--- config.mk ---
export PLATFORM = sky130hd
export DESIGN_NAME = msdap_out_serializer
export DESIGN_NICKNAME = d
export VERILOG_FILES = /design/src/rtl/msdap_out_serializer.sv
export SDC_FILE = /design/constraint.sdc
export NUM_CORES = 1
export LEC_CHECK = 0
export CELL_PAD_IN_SITES_DETAIL_PLACEMENT = 1
export CELL_PAD_IN_SITES_GLOBAL_PLACEMENT = 1
export CORE_MARGIN = 2
export CORE_UTILIZATION = 45
export CTS_CLUSTER_SIZE = 25
export DETAILED_ROUTE_END_ITERATION = 6
export PLACE_DENSITY_LB_ADDON = 0.08
export SYNTH_ARGS = -nofsm -noshare
export SYNTH_HDL_FRONTEND = slang
export SYNTH_SLANG_ARGS = --single-unit
--- constraint.sdc ---
create_clock -name SCLK -period 8.2 [get_ports SCLK]
set_input_delay 0.82 -clock SCLK [delete_from_list [all_inputs] [get_ports SCLK]]
set_output_delay 0.82 -clock SCLK [all_outputs]
set_load 0.02 [all_outputs]
--- src/rtl/msdap_out_serializer.sv ---
// msdap_out_serializer: buffers filter result pairs in a small FIFO and shifts
// each pair out MSB-first on two serial lines, back-to-back when data is queued.
module msdap_out_serializer #(
    parameter int WIDTH = 40,
    parameter int DEPTH = 2
) (
    input  logic             SCLK,
    input  logic             Reset_n,
    input  logic             flush,
    input  logic             res_valid,
    input  logic [WIDTH-1:0] res_L,
    input  logic [WIDTH-1:0] res_R,
    output logic             res_ready,
    output logic             OutputL,
    output logic             OutputR,
    output logic             OutReady,
    output logic             word_done,
    output logic             overflow,
    output logic [15:0]      words_sent
);
    localparam int AW = DEPTH > 1 ? $clog2(DEPTH) : 1;
    localparam int CW = $clog2(DEPTH + 1);
    localparam int BW = WIDTH > 1 ? $clog2(WIDTH) : 1;

    typedef enum logic [1:0] {IDLE, LOAD, SHIFT} state_t;

    state_t           state;
    logic [WIDTH-1:0] mem_l [DEPTH];
    logic [WIDTH-1:0] mem_r [DEPTH];
    logic [AW-1:0]    rd, wr;
    logic [CW-1:0]    count;
    logic [WIDTH-1:0] sh_l, sh_r;
    logic [BW-1:0]    cnt;
    logic             push, pop, last;

    function automatic logic [AW-1:0] inc(input logic [AW-1:0] p);
        return p == AW'(DEPTH - 1) ? '0 : p + 1'b1;
    endfunction

    assign res_ready = count < CW'(DEPTH);
    assign last      = state == SHIFT && cnt == '0;
    // The head is popped on the edge leaving IDLE, or on the LSB edge to chain words without a gap.
    assign pop       = !flush && count != '0 && (state == IDLE || last);
    assign push      = !flush && res_valid && res_ready;

    always_ff @(posedge SCLK) begin
        if (push) begin
            mem_l[wr] <= res_L;
            mem_r[wr] <= res_R;
        end
    end

    always_ff @(posedge SCLK or negedge Reset_n) begin
        if (!Reset_n) begin
            state      <= IDLE;
            rd         <= '0;
            wr         <= '0;
            count      <= '0;
            sh_l       <= '0;
            sh_r       <= '0;
            cnt        <= '0;
            OutputL    <= 1'b0;
            OutputR    <= 1'b0;
            OutReady   <= 1'b0;
            word_done  <= 1'b0;
            overflow   <= 1'b0;
            words_sent <= '0;
        end else if (flush) begin
            state     <= IDLE;
            rd        <= '0;
            wr        <= '0;
            count     <= '0;
            cnt       <= '0;
            OutputL   <= 1'b0;
            OutputR   <= 1'b0;
            OutReady  <= 1'b0;
            word_done <= 1'b0;
        end else begin
            word_done <= last;
            if (last) words_sent <= words_sent + 16'd1;
            if (res_valid && !res_ready) overflow <= 1'b1;
            if (push) wr <= inc(wr);
            if (pop) begin
                rd   <= inc(rd);
                sh_l <= mem_l[rd];
                sh_r <= mem_r[rd];
                cnt  <= BW'(WIDTH - 1);
            end
            count <= count + CW'(push) - CW'(pop);
            case (state)
                IDLE: if (pop) state <= LOAD;
                LOAD: begin
                    state    <= SHIFT;
                    OutReady <= 1'b1;
                    OutputL  <= sh_l[WIDTH-1];
                    OutputR  <= sh_r[WIDTH-1];
                end
                SHIFT: begin
                    if (!last) begin
                        cnt     <= cnt - 1'b1;
                        OutputL <= sh_l[cnt-1'b1];
                        OutputR <= sh_r[cnt-1'b1];
                    end else if (pop) begin
                        OutputL <= mem_l[rd][WIDTH-1];
                        OutputR <= mem_r[rd][WIDTH-1];
                    end else begin
                        state    <= IDLE;
                        OutReady <= 1'b0;
                        OutputL  <= 1'b0;
                        OutputR  <= 1'b0;
                    end
                end
                default: state <= IDLE;
            endcase
        end
    end
endmodule

==> results.cfg, run 1 <==
[outcome]
outcome = completed

[cts]
tritoncts = yes
cts_sinks = 273
post-cts-setup-buffer-count = 0
clockBufferDepth = 3
cts_root_buf = clkbuf_16
cts_made_buffers = 29
clkTransAtPathRegs_ns = 0.06
cts_resized = 0
worstSkewPairLatency_ns = 0.53
postCtsHoldBufs = 0
cts_max_level = 1

[critical_path]
crit_end = sh_r[1]$_DFFE_PN0N_
reg2reg_slack_ns = 5.31
timing.rr.end = sh_r[1]$_DFFE_PN0N_
critPathLaunch = flush
end_kind = flop
path_class = input port to flop
cp-start-kind = input port
ff2ff_path_depth = 7
r2r_start = cnt[0]$_DFF_PN0_
cp.required_ns = 8.55
critPathMaxFanout = 114
worstPathArrival_ns = 3.83

[job]
cap_violations = 0

[yosys]
synth-seq-area-share_pct = 70.90
netlist_top_cells_count = edfxtp_1 (160), dfrtp_1 (113), nand2_1 (102)
syn_area_um2 = 10770
synth.avg_cell_area_um2 = 14.95
yosysWarnings = 0
ys_async_sr_fraction_pct = 41.39
synth_top_area_cell = edfxtp_1
yosys_register_bits = 273
synth.area.top_cells = edfxtp_1 (45%), dfrtp_1 (26%), mux2i_1 (8.4%), o21ai_0 (3.8%), nand2_1 (3.6%)
syn_nets = 807
yosysMostFrequentCell = edfxtp_1
synth_cell_types = 42
synthFlopType = edfxtp_1
synth-edff-count = 160
syn_inst = 720
synth_top_area_share_pct = 44.63

[pwr]
p_per_area_nw_per_um2 = 332.7
leakage_nw = 4.833
peakVddDrop_uv = 186.3

[die]
rows = 56
boundaryPins = 106
fp.dieW_um = 158.7
die_h_um = 158.7
die_area_um2 = 25180
core-area_um2 = 23470
start_util_pct = 45.86

[finish]
final_core_util_pct = 55.19
nets = 913
n_antenna_cell = 0
layout-drive-gt1-share_pct = 8.726
syn2layout_area_growth_pct = 20.33
fillers = 2228

[drt]
vias = 6024
drt_wl_total_mm = 21.56
drc = 0
ant_nets = 0
vias_per_cell = 5.162
wl_per_cell_um = 18.47
dr.pass1.iters = 4
drtIter0Drc = 274

[global_route]
grt_antenna_before_repair = 0
grt_pass1_vias = 6739
grt_max_degree = 115
grt_use_total_pct = 17.96
overflow = 0
grt_pass1_wl_mm = 35.24

[sta]
grt_setup_unrepaired = false
maxSlewHeadroom_pct = 19.86
hold_viol = 0
finalMaxSlewViolations = 0
fmax_mhz = 287.3
fin_crit_ns = 3.481
final.period_utilization_pct = 42.45
setup_viol = 0
skew_ns = 0.01597
max_slew.worst_pin.slew_ns = 1.202
finalSetupTns_ns = 0

[place]
port_buffers = 105
gp_congestion = 0.7743
dp_hpwl_mm = 13.40

[hold_path]
hold_class = input port to async pin
## worst max-delay path: stages
cell and delay (ns):
clkdlybuf4s50_1 0.89, nor2_1 0.18, o21ai_1 0.33, a21o_4 0.43, buf_4 0.80, o21ai_0 0.30
## power by group
part / switching [mW] / total (mW) / internal, mW
clock network: 0.509 / 1.19 / 0.684
registers: 0.172 / 1.92 / 1.74
logic: 0.675 / 1.20 / 0.524
## final cells by class
type                            instances  area, um^2  area share [%]
Clock buffer                           33       750.7           5.795
Clock inverter                         20       121.4          0.9369
Inverter                                6       22.52          0.1739
Multi-Input combinational cell        405        2930           22.62
Sequential cell                       273        7636           58.95
Tap cell                              319       399.1           3.081
Timing Repair Buffer                  111        1094           8.442
## cells in the final DEF, fill, tap and decap left out, types with 2 or more instances in the layout
| master | instances |
|---|---|
| nor3_1 | 7 |
| clkinv_2 | 10 |
| a21oi_1 | 8 |
| a31oi_1 | 4 |
| nor3b_1 | 2 |
| clkbuf_16 | 29 |
| nor2b_1 | 7 |
| mux4_2 | 13 |
| and3_1 | 5 |
| o31ai_1 | 2 |
| edfxtp_1 | 160 |
| xor2_1 | 7 |
| clkdlybuf4s50_1 | 104 |
| dfrtp_1 | 112 |
| o21ai_0 | 82 |
| mux4_1 | 6 |
| a211oi_1 | 6 |
| and2_1 | 2 |
| buf_4 | 7 |
| mux2i_1 | 90 |
| nand3_1 | 6 |
| xnor2_1 | 16 |
| mux2_2 | 2 |
| ha_1 | 3 |
| inv_1 | 5 |
| nor2_1 | 15 |
| a311oi_1 | 2 |
| nand2_1 | 102 |
| nand4_1 | 5 |
| clkbuf_1 | 3 |
| clkinv_1 | 8 |
## flip-flops by register name (all words and copies together) (netlist names)
name,flops
word_done,1
state,2
mem_r,80
sh_l,40
count,2
OutputL,1
OutReady,1
words_sent,16
mem_l,80
OutputR,1
sh_r,40
cnt,6
rd,1
overflow,1
wr,1
## cells by family after synthesis
logic type | after synthesis | synth area share (%)
xor gates and xnor gates | 24 | 2.022
and+or+nand+nor | 156 | 6.323
DFF | 273 | 70.90
muxes | 111 | 12.76
buffers and inverters | 42 | 2.045
AOI/OAI and AO/OA | 111 | 5.602
adders and majority gates | 3 | 0.3487
## how the worst min path moves through the flow
stage | startpoint | to | cells past startpoint
6_report | Reset_n | words_sent[0]$_DFFE_PN0P_ | 1
2_1_floorplan | sh_l[10]$_DFFE_PN0N_ | sh_l[10]$_DFFE_PN0N_ | 2
4_1_cts | Reset_n | words_sent[0]$_DFFE_PN0P_ | 1
3_5_place_dp | sh_l[10]$_DFFE_PN0N_ | sh_l[10]$_DFFE_PN0N_ | 2
5_1_grt | Reset_n | words_sent[0]$_DFFE_PN0P_ | 1
3_3_place_gp | sh_l[36]$_DFFE_PN0N_ | sh_l[36]$_DFFE_PN0N_ | 2
## per-layer routing
layer  up-vias  share of wire [%]  global-route usage (%)
li1       2857                  -                       -
met1      3026                 44                   23.85
met2       113                 50                   31.13
met3        28                3.8                   2.559
met4         0                1.9                   4.848
met5         -                  0                       0
## metrics by stage
| stage | power, mW | hold WS [ns] | worst slack [ns] | area, um^2 | std cells |
|---|---|---|---|---|---|
| CTS | 4.373 | 0.2199 | 4.717 | 12950 | 1167 |
| floorplan | 2.790 | 0.4416 | 3.055 | 10770 | 720 |
| global route | 4.580 | 0.2339 | 4.330 | 12950 | 1167 |
| global placement | 3.098 | 0.4537 | 4.289 | 12080 | 1114 |
| finish | 4.310 | 0.2206 | 4.719 | 12950 | 1167 |
| detailed placement | 3.162 | 0.4625 | 4.115 | 12080 | 1114 |
Note: power is estimated with default switching activity, not from simulation.
==> inputs of run 2 (changes only) <==
clock period = 3.4 ns   (was 8.2 ns; I/O delays follow)
==> run 2 against run 1 <==
  * Count of clock-buffer cells in the layout up 9
  * Critical path depth grew 4
  * Via count increased by 1.0%
  * First-iteration DRC count shrank 19%
  * Non-clock buffer count grew 10
  * Sequential power rose by 140%
  * Highest routed layer unchanged
==> results.cfg, run 2 (synthesis results as in run 1) <==
[outcome]
outcome = completed

[sta]
final.period_utilization_pct = 70.16
fmax_mhz = 419.2
setup_viol = 0
maxSlewHeadroom_pct = 53.93
finalMaxSlewViolations = 0
fin_crit_ns = 2.385
timing.final.ws_setup_ns = 1.015
whs_ns = 0.3416
hold_viol = 0
finalSetupTns_ns = 0
grt_setup_unrepaired = false
skew_ns = 0.01171
max_slew.worst_pin.slew_ns = 0.6861

[pwr]
peakVddDrop_uv = 415.0
leakage_nw = 4.926
p_per_area_nw_per_um2 = 817.7

[drt]
drc = 0
drt_wl_total_mm = 22.14
vias = 6087
ant_nets = 0
vias_per_cell = 5.172
dr.pass1.iters = 4
wl_per_cell_um = 18.81
drtIter0Drc = 223

[cts]
worstSkewPairLatency_ns = 0.54
clockBufferDepth = 3
cts_max_level = 1
cts_made_buffers = 29
cts_sinks = 273
cts_root_buf = clkbuf_16
tritoncts = yes
clkTransAtPathRegs_ns = 0.06
cts_resized = 0

[place]
port_buffers = 105
dp_slack_ns = 0.8559
dp_hpwl_mm = 14.31
gp_congestion = 0.7500

[finish]
layout-drive-gt1-share_pct = 9.674
fillers = 2198
layout_common_cells = edfxtp_1 (160), dfrtp_1 (112), clkdlybuf4s50_1 (104), nand2_1 (102), mux2i_1 (90)
multi_input_area_um2 = 2930
n_antenna_cell = 0
syn2layout_area_growth_pct = 22.12
regArea_um2 = 7636
largest_registers = mem_l: 80 flops, mem_r: 80 flops
nets = 923
final_common_cell = edfxtp_1

[die]
boundaryPins = 106
fp.dieW_um = 158.7
start_util_pct = 45.86
die_h_um = 158.7
core-area_um2 = 23470
rows = 56
die_area_um2 = 25180

[hold_path]
hold_class = input port to async pin

[global_route]
grt_max_degree = 91
grt_use_total_pct = 18.40
overflow = 0
grt_pass1_vias = 6825
grt_antenna_before_repair = 0
grt_pass1_wl_mm = 36.17

[critical_path]
path_delay_family = simple AND/OR/NAND/NOR gates
r2r_start = cnt[0]$_DFF_PN0_
path_cells = inv_1, ha_1, nor2b_1, and2_2, nand3_2, inv_2, nand4_1, nor2_1, nand2_1, xnor2_1
reg2reg_slack_ns = 1.01
slowest_delay_ns = 0.38
ff2ff_path_depth = 10
critPathMaxFanout = 6
timing.rr.end = words_sent[12]$_DFFE_PN0P_
cp.depth = 10
cp.required_ns = 3.81
end_kind = flop
worstPathArrival_ns = 2.79
critPathLaunch = cnt[0]$_DFF_PN0_
crit_buf_inv = 2
crit_end = words_sent[12]$_DFFE_PN0P_
cp-start-kind = flop
path_class = flop to flop
cp_slowest_cell = dfrtp_1

[job]
cap_violations = 0
run 2: metrics by stage:
step | instances | total power, mW | cell area (um^2) | utilization [%]
floorplan | 720 | 6.723 | 10770 | -
global placement | 1123 | 7.523 | 12170 | 51.87
detailed placement | 1123 | 7.692 | 12170 | 51.87
CTS | 1177 | 10.90 | 13150 | 56.01
global route | 1177 | 11.42 | 13150 | 56.01
finish | 1177 | 10.75 | 13150 | 56.01
run 2: final cells by class:
cell class / instances / share of cell area, %
Tap cell: 319 / 3.036
Sequential cell: 273 / 58.08
Multi-Input combinational cell: 405 / 22.29
Clock buffer: 42 / 6.358
Timing Repair Buffer: 121 / 9.099
Inverter: 6 / 0.1713
Clock inverter: 11 / 0.9613
run 2: routing by layer:
metal / vias up / global-route usage [%] / part of all wire, % / routed length [um]
li1: 2882 / - / - / -
met1: 3074 / 24.52 / 45 / 9951
met2: 104 / 31.95 / 50 / 11040
met3: 27 / 3.021 / 3.7 / 821
met4: 0 / 3.990 / 1.5 / 328
met5: - / 0 / 0 / 0
run 2: report_power, final:
group	switching [mW]	internal, mW
combinational	1.68	1.31
sequential	0.404	4.21
clock	1.23	1.92
total	3.31	7.44
run 2: repair_timing:
action | in CTS | in global routing
endpoints found under the hold margin | 39 | 0
setup buffers | 0 | 0
hold buffers | 1 | 0
run 2: worst reg2reg max path, delay by kind of cell (launching register included):
kind          cells  cell delay [ns]
xor+xnor          1             0.13
simple gates      6             1.15
flops             1             0.38
buf+inv           2             0.31
fa+ha+maj         1             0.29
run 2: worst min-delay path by stage:
stage	end	cells after the start
3_3_place_gp	sh_l[0]$_DFFE_PN0N_	1
5_1_grt	mem_r[0][33]$_DFFE_PP_	1
6_report	sh_l[1]$_DFFE_PN0N_	2
3_5_place_dp	sh_l[4]$_DFFE_PN0N_	1
2_1_floorplan	OutReady$_DFFE_PN0P_	0
4_1_cts	sh_r[34]$_DFFE_PN0N_	2
